===== config.mk =====
export PLATFORM = sky130hd
export DESIGN_NAME = gerador_tentativa_flat
export DESIGN_NICKNAME = d
export VERILOG_FILES = /design/src/rtl/jogo_pkg.sv /design/src/rtl/gerador_tentativa_if.sv /design/src/rtl/detector_borda.sv /design/src/rtl/gerador_tentativa.sv /design/src/flat_wrapper.sv
export SDC_FILE = /design/constraint.sdc
export NUM_CORES = 1
export LEC_CHECK = 0
export ABC_AREA = 1
export BUFFER_PORTS_ARGS = -buffer_cell sky130_fd_sc_hd__buf_2
export CORE_MARGIN = 5
export CORE_UTILIZATION = 56
export CTS_BUF_LIST = sky130_fd_sc_hd__clkbuf_4 sky130_fd_sc_hd__clkbuf_8 sky130_fd_sc_hd__clkbuf_16
export DETAILED_ROUTE_END_ITERATION = 10
export HOLD_SLACK_MARGIN = 0.1
export PLACE_DENSITY = 0.81
export SYNTH_ARGS = -nofsm -noshare
export SYNTH_HDL_FRONTEND = slang
export SYNTH_SLANG_ARGS = --single-unit
export TNS_END_PERCENT = 50

===== constraint.sdc =====
create_clock -name clk -period 3.9 [get_ports clk]
set_input_delay 0.78 -clock clk [delete_from_list [all_inputs] [get_ports clk]]
set_output_delay 0.78 -clock clk [all_outputs]
set_load 0.05 [all_outputs]

===== src/rtl/jogo_pkg.sv =====
// Shared types and widths for the guessing-game datapath.
// Holds the round FSM state encoding and the signed-difference helper.
package jogo_pkg;

    localparam int LARG_DIGITO = 4;
    localparam int LARG_DIFF   = 5;

    typedef enum logic [2:0] {
        ESPERA_SENHA,
        ESPERA_TENT,
        CALCULA,
        APRESENTA,
        FIM
    } estado_t;

    // Zero-extend both digits so the 5-bit result covers -15..+15 without overflow
    function automatic logic [LARG_DIFF-1:0] subtrai(
        input logic [LARG_DIGITO-1:0] palpite,
        input logic [LARG_DIGITO-1:0] segredo
    );
        return {1'b0, palpite} - {1'b0, segredo};
    endfunction

endpackage


===== src/rtl/gerador_tentativa_if.sv =====
// Button/value inputs, comparator feedback and round outputs of the guess generator.
// The master side is the board/testbench; the slave side is gerador_tentativa.
interface gerador_tentativa_if;
    import jogo_pkg::*;

    logic [LARG_DIGITO-1:0] senha_in;
    logic                   grava_senha;
    logic [LARG_DIGITO-1:0] tentativa_in;
    logic                   confirma;
    logic                   igual_in;
    logic [LARG_DIGITO-1:0] diff;
    logic                   sinal;
    logic                   valido;
    logic [2:0]             tentativas;
    logic                   acertou;
    logic                   bloqueado;

    modport master (
        output senha_in, grava_senha, tentativa_in, confirma, igual_in,
        input  diff, sinal, valido, tentativas, acertou, bloqueado
    );

    modport slave (
        input  senha_in, grava_senha, tentativa_in, confirma, igual_in,
        output diff, sinal, valido, tentativas, acertou, bloqueado
    );

endinterface


===== src/rtl/detector_borda.sv =====
// Two-flop synchronizer followed by a registered rising-edge detector.
// Pulse appears 3 clocks after the raw rise; a held button yields a single pulse.
module detector_borda (
    input  logic clk,
    input  logic rst_n,
    input  logic i_botao,
    output logic o_pulso
);

    logic r_sinc1;
    logic r_sinc2;
    logic r_anterior;
    logic r_pulso;

    always_ff @(posedge clk or negedge rst_n) begin
        if (!rst_n) begin
            r_sinc1    <= 1'b0;
            r_sinc2    <= 1'b0;
            r_anterior <= 1'b0;
            r_pulso    <= 1'b0;
        end else begin
            r_sinc1    <= i_botao;
            r_sinc2    <= r_sinc1;
            r_anterior <= r_sinc2;
            r_pulso    <= r_sinc2 & ~r_anterior;
        end
    end

    assign o_pulso = r_pulso;

endmodule


===== src/rtl/gerador_tentativa.sv =====
// Round controller: stores the secret, captures guesses, presents guess-secret and tracks attempts.
// valido comes 5 clocks after a raw confirma rise; presses outside the accepting states are dropped.
module gerador_tentativa
    import jogo_pkg::*;
#(
    parameter int MAX_TENT = 7
) (
    input  logic             clk,
    input  logic             rst_n,
    gerador_tentativa_if.slave bus
);

    localparam logic [2:0] L_MAX_TENT = 3'(MAX_TENT);

    estado_t r_estado;
    estado_t w_prox_estado;

    logic [LARG_DIGITO-1:0] r_senha;
    logic [LARG_DIGITO-1:0] r_diff;
    logic                   r_sinal;
    logic [2:0]             r_tentativas;
    logic                   r_acertou;
    logic                   r_bloqueado;

    logic       w_pulso_grava;
    logic       w_pulso_confirma;
    logic       w_inicia_rodada;
    logic       w_calcula;
    logic       w_apresenta;
    logic       w_acerto;
    logic       w_esgotou;
    logic [2:0] w_tent_inc;

    detector_borda u_borda_grava (
        .clk     (clk),
        .rst_n   (rst_n),
        .i_botao (bus.grava_senha),
        .o_pulso (w_pulso_grava)
    );

    detector_borda u_borda_confirma (
        .clk     (clk),
        .rst_n   (rst_n),
        .i_botao (bus.confirma),
        .o_pulso (w_pulso_confirma)
    );

    assign w_tent_inc = (r_tentativas >= L_MAX_TENT) ? L_MAX_TENT : r_tentativas + 3'd1;

    always_ff @(posedge clk or negedge rst_n) begin
        if (!rst_n) begin
            r_estado <= ESPERA_SENHA;
        end else begin
            r_estado <= w_prox_estado;
        end
    end

    // grava_senha is checked first everywhere so it wins over a simultaneous confirma
    always_comb begin
        w_prox_estado   = r_estado;
        w_inicia_rodada = 1'b0;
        w_calcula       = 1'b0;
        w_apresenta     = 1'b0;
        w_acerto        = 1'b0;
        w_esgotou       = 1'b0;
        case (r_estado)
            ESPERA_SENHA, FIM: begin
                if (w_pulso_grava) begin
                    w_inicia_rodada = 1'b1;
                    w_prox_estado   = ESPERA_TENT;
                end
            end
            ESPERA_TENT: begin
                if (w_pulso_grava) begin
                    w_inicia_rodada = 1'b1;
                    w_prox_estado   = ESPERA_TENT;
                end else if (w_pulso_confirma) begin
                    w_prox_estado = CALCULA;
                end
            end
            CALCULA: begin
                w_calcula     = 1'b1;
                w_prox_estado = APRESENTA;
            end
            APRESENTA: begin
                w_apresenta = 1'b1;
                if (bus.igual_in) begin
                    w_acerto      = 1'b1;
                    w_prox_estado = FIM;
                end else if (w_tent_inc == L_MAX_TENT) begin
                    w_esgotou     = 1'b1;
                    w_prox_estado = FIM;
                end else begin
                    w_prox_estado = ESPERA_TENT;
                end
            end
            default: begin
                w_prox_estado = ESPERA_SENHA;
            end
        endcase
    end

    always_ff @(posedge clk or negedge rst_n) begin
        if (!rst_n) begin
            r_senha      <= '0;
            r_diff       <= '0;
            r_sinal      <= 1'b0;
            r_tentativas <= '0;
            r_acertou    <= 1'b0;
            r_bloqueado  <= 1'b0;
        end else begin
            if (w_inicia_rodada) begin
                r_senha      <= bus.senha_in;
                r_tentativas <= '0;
                r_acertou    <= 1'b0;
                r_bloqueado  <= 1'b0;
            end
            if (w_calcula) begin
                {r_sinal, r_diff} <= subtrai(bus.tentativa_in, r_senha);
            end
            if (w_apresenta) begin
                r_tentativas <= w_tent_inc;
                if (w_acerto) begin
                    r_acertou <= 1'b1;
                end
                if (w_esgotou) begin
                    r_bloqueado <= 1'b1;
                end
            end
        end
    end

    assign bus.diff       = r_diff;
    assign bus.sinal      = r_sinal;
    assign bus.valido     = (r_estado == APRESENTA);
    assign bus.tentativas = r_tentativas;
    assign bus.acertou    = r_acertou;
    assign bus.bloqueado  = r_bloqueado;

endmodule


===== src/flat_wrapper.sv =====
// flat-port wrapper written by rule: the top's interface ports become plain ports
module gerador_tentativa_flat import jogo_pkg::*;
#(
    parameter int MAX_TENT = 7
)
  (clk, rst_n, bus_senha_in, bus_grava_senha, bus_tentativa_in, bus_confirma, bus_igual_in, bus_diff, bus_sinal, bus_valido, bus_tentativas, bus_acertou, bus_bloqueado);
  gerador_tentativa_if bus_i ();
  input  logic clk;
  input  logic rst_n;
  input wire logic [$bits(bus_i.senha_in)-1:0] bus_senha_in;
  input wire logic [$bits(bus_i.grava_senha)-1:0] bus_grava_senha;
  input wire logic [$bits(bus_i.tentativa_in)-1:0] bus_tentativa_in;
  input wire logic [$bits(bus_i.confirma)-1:0] bus_confirma;
  input wire logic [$bits(bus_i.igual_in)-1:0] bus_igual_in;
  output wire logic [$bits(bus_i.diff)-1:0] bus_diff;
  output wire logic [$bits(bus_i.sinal)-1:0] bus_sinal;
  output wire logic [$bits(bus_i.valido)-1:0] bus_valido;
  output wire logic [$bits(bus_i.tentativas)-1:0] bus_tentativas;
  output wire logic [$bits(bus_i.acertou)-1:0] bus_acertou;
  output wire logic [$bits(bus_i.bloqueado)-1:0] bus_bloqueado;
  assign bus_i.senha_in = bus_senha_in;
  assign bus_i.grava_senha = bus_grava_senha;
  assign bus_i.tentativa_in = bus_tentativa_in;
  assign bus_i.confirma = bus_confirma;
  assign bus_i.igual_in = bus_igual_in;
  assign bus_diff = bus_i.diff;
  assign bus_sinal = bus_i.sinal;
  assign bus_valido = bus_i.valido;
  assign bus_tentativas = bus_i.tentativas;
  assign bus_acertou = bus_i.acertou;
  assign bus_bloqueado = bus_i.bloqueado;
  gerador_tentativa #(.MAX_TENT(MAX_TENT)) u_core (.clk(clk), .rst_n(rst_n), .bus(bus_i));
endmodule

==> qor.yml <==
status: "finished clean"
fin_crit_ps: 2270
fin_ws_ps: 1630
met3_usage: 0.0322
setup_tns_ps: 0
min_path_type: "register to register"
maxSlewViolCount: 0
pre_cts_slack_ps: 1970
synth_mux_area_frac: 0
p_comb_frac: 0.479
syn_inst: 121
drtPass1Iterations: 4
initial_utilization: 0.582
synthToLayoutAreaGrowth_pct: 14.5
ff2ff_setup_slack_ps: 2370
yosysUniqueCellTypes: 21
maxCapViolCount: 0
overflow: 0
pin_count: 24
startpoint: "u_core.r_estado[2]"
rr_startpoint: "u_core.bus.tentativas[0]"
powerDensity_nw_per_um2: 708
gp_congestion: 0.797
dp_hpwl_mm: 1.54
top_usage_layer: "met2"
fmax_mhz: 441
cts-root-buf: "clkbuf_4"
intPower_mw: 0.502
dr_total_vias: 860
r2r_cells: 7
fp.dieW_um: 55.2
critPathArrivalTime_ps: 1490
power.share.sequential: 0.401
endpoint: "bus_valido"
grt_max_degree: 26
crit_fanout: 7
cts_buffers: 3
antenna_left: 0
tightestPinTransition_ps: 523
min_period_over_period: 0.582
drive_above_1_share: 0.238
p_sw_frac: 0.458
vias_per_cell: 4.94
p_leak_nw: 0.726
synth_xor_area_frac: 0.00767
port_buffers: 23
grt_pass1_wl_mm: 3.22
synth_top_family_by_area: "simple AND/OR/NAND/NOR gates"
synthesis.nets: 141
clkPwrFrac: 0.120
hold_viol: 0
synth_compound_area_frac: 0.0975
finalSetupViolCount: 0
path_clk_slew_ps: 130
crit_required_ps: 3120
ys_ff_latch: 25
final_common_cell: "nand2_1"
synthAdderAreaFrac: 0.0832
worstSetupEndpointType: "output port"
ys_seq_area_frac: 0.548
tritoncts: "yes"
wl_per_cell_um: 11.0
ctsHtreeMaxLevel: 1
r2r_end: "u_core.r_estado[2]"
core_um2: 1960
grt_antenna_before_repair: 0
avgSynthCellArea_um2: 9.44
clkSinkCount: 25
drt_wl_total_mm: 1.92
clk-insertion-delay-late_ps: 310
detail_route.iter0.violations: 13
die_h_um: 55.2
syn_area_um2: 1140
power_switching_mw: 0.424
start_kind: "register"
diodes: 0
grt_setup_unrepaired: "no"
final_cell_mix: "nand2_1 (29), dfrtp_1 (25), buf_2 (23), inv_1 (15), nand3_1 (10)"
finClkSkew_ps: 6.79
post_cts_buffers: 0
remaining_drc_errors: 0
ir_worst_vdd_mv: 0.380
grt_util_met1: 0.184
rows: 16
die-area_um2: 3040
yosys_warnings: 0
cts_hold_buffers: 0
grt_pass1_vias: 816
fin_nets: 168
grt_use_total: 0.152
cts_resized: 0
critPathKind: "register to output port"
grtUsageMet2: 0.254
clockBufferDepth: 2
synth-simple-area-share: 0.202
slew_headroom: 0.651
==> registers in the layout, indices dropped and copies added (netlist names) <==
register / flops
u_core.u_borda_confirma.r_sinc2: 1
u_core.bus.acertou: 1
u_core.u_borda_confirma.r_anterior: 1
u_core.bus.bloqueado: 1
u_core.u_borda_grava.r_sinc2: 1
u_core.bus.sinal: 1
u_core.bus.diff: 4
u_core.bus.tentativas: 3
u_core.u_borda_grava.o_pulso: 1
u_core.u_borda_confirma.o_pulso: 1
u_core.r_senha: 4
u_core.u_borda_grava.r_sinc1: 1
u_core.r_estado: 3
u_core.u_borda_confirma.r_sinc1: 1
u_core.u_borda_grava.r_anterior: 1
==> logic make-up (layout without fill, tap and decap cells) <==
kind of cell             count (synthesis)  after routing
AO/OA/AOI/OAI                           19             19
XOR/XNOR                                 1              1
adder cells (fa/ha/maj)                  7              7
buffers and inverters                   17             43
flip-flops                              25             25
AND/OR/NAND/NOR                         52             52
==> per-layer routing <==
layer | wire [um] | part of all wire | vias to the layer above
met5 | 0 | 0 | -
met1 | 880 | 0.46 | 389
met4 | 27 | 0.014 | 0
met2 | 911 | 0.47 | 20
li1 | - | - | 447
met3 | 101 | 0.053 | 4
==> cells in the mapped netlist (all sizes together) <==
cell	count	area share
xor2	1	0.0077
o21a	1	0.0066
nand3b	1	0.0066
buf	1	0.0099
nor3	1	0.0088
o211ai	1	0.0066
o21ai	11	0.048
nor2	7	0.025
inv	16	0.053
a21oi	6	0.036
nand3	10	0.044
ha	6	0.066
fa	1	0.018
or2	2	0.011
dfrtp	25	0.55
nand2	31	0.11
==> worst min path at each step <==
stage          cells after the start                       startpoint  slack, ps                              end
5_1_grt                            0  u_core.u_borda_confirma.r_sinc1        400  u_core.u_borda_confirma.r_sinc2
4_1_cts                            0  u_core.u_borda_confirma.r_sinc1        380  u_core.u_borda_confirma.r_sinc2
3_3_place_gp                       0     u_core.u_borda_grava.r_sinc1        350     u_core.u_borda_grava.r_sinc2
2_1_floorplan                      0  u_core.u_borda_confirma.r_sinc1        330  u_core.u_borda_confirma.r_sinc2
6_report                           0     u_core.u_borda_grava.r_sinc1        380     u_core.u_borda_grava.r_sinc2
3_5_place_dp                       0  u_core.u_borda_confirma.r_sinc1        340  u_core.u_borda_confirma.r_sinc2
==> worst max-delay path, stage by stage (launching register included) <==
cell     delay [ps]
dfrtp_1         410
inv_1            90
nand3_1         200
inv_1           190
buf_2           290
==> layout make-up <==
type | instances | area (um2)
inverters | 16 | 60.1
fillers | 178 | 654
clock buffers | 3 | 22.5
multi-input cells | 79 | 445
well taps | 27 | 33.8
clock inverters | 1 | 5.00
flip-flops and latches | 25 | 626
repair buffers | 23 | 115
==> stage by stage <==
step                      cell area [um2]   util  hold slack [ps]  total power [mW]  cells
after global placement               1280  0.652              346             0.807    170
after detailed placement             1280  0.652              338             0.823    170
after CTS                            1310  0.666              378             0.938    174
final                                1310  0.666              377             0.926    174
after global routing                 1310  0.666              398              1.00    174
after floorplan                      1140      -              331             0.725    121
==> power by group through the flow <==
stage / clock network (mW) / registers, mW / logic, mW
final: 0.111 / 0.371 / 0.444
after global routing: 0.124 / 0.383 / 0.497
after CTS: 0.117 / 0.373 / 0.449
after detailed placement: 0 / 0.379 / 0.444
after global placement: 0 / 0.374 / 0.433
after floorplan: 0 / 0.495 / 0.230
Power figures use the tool's default switching activity.
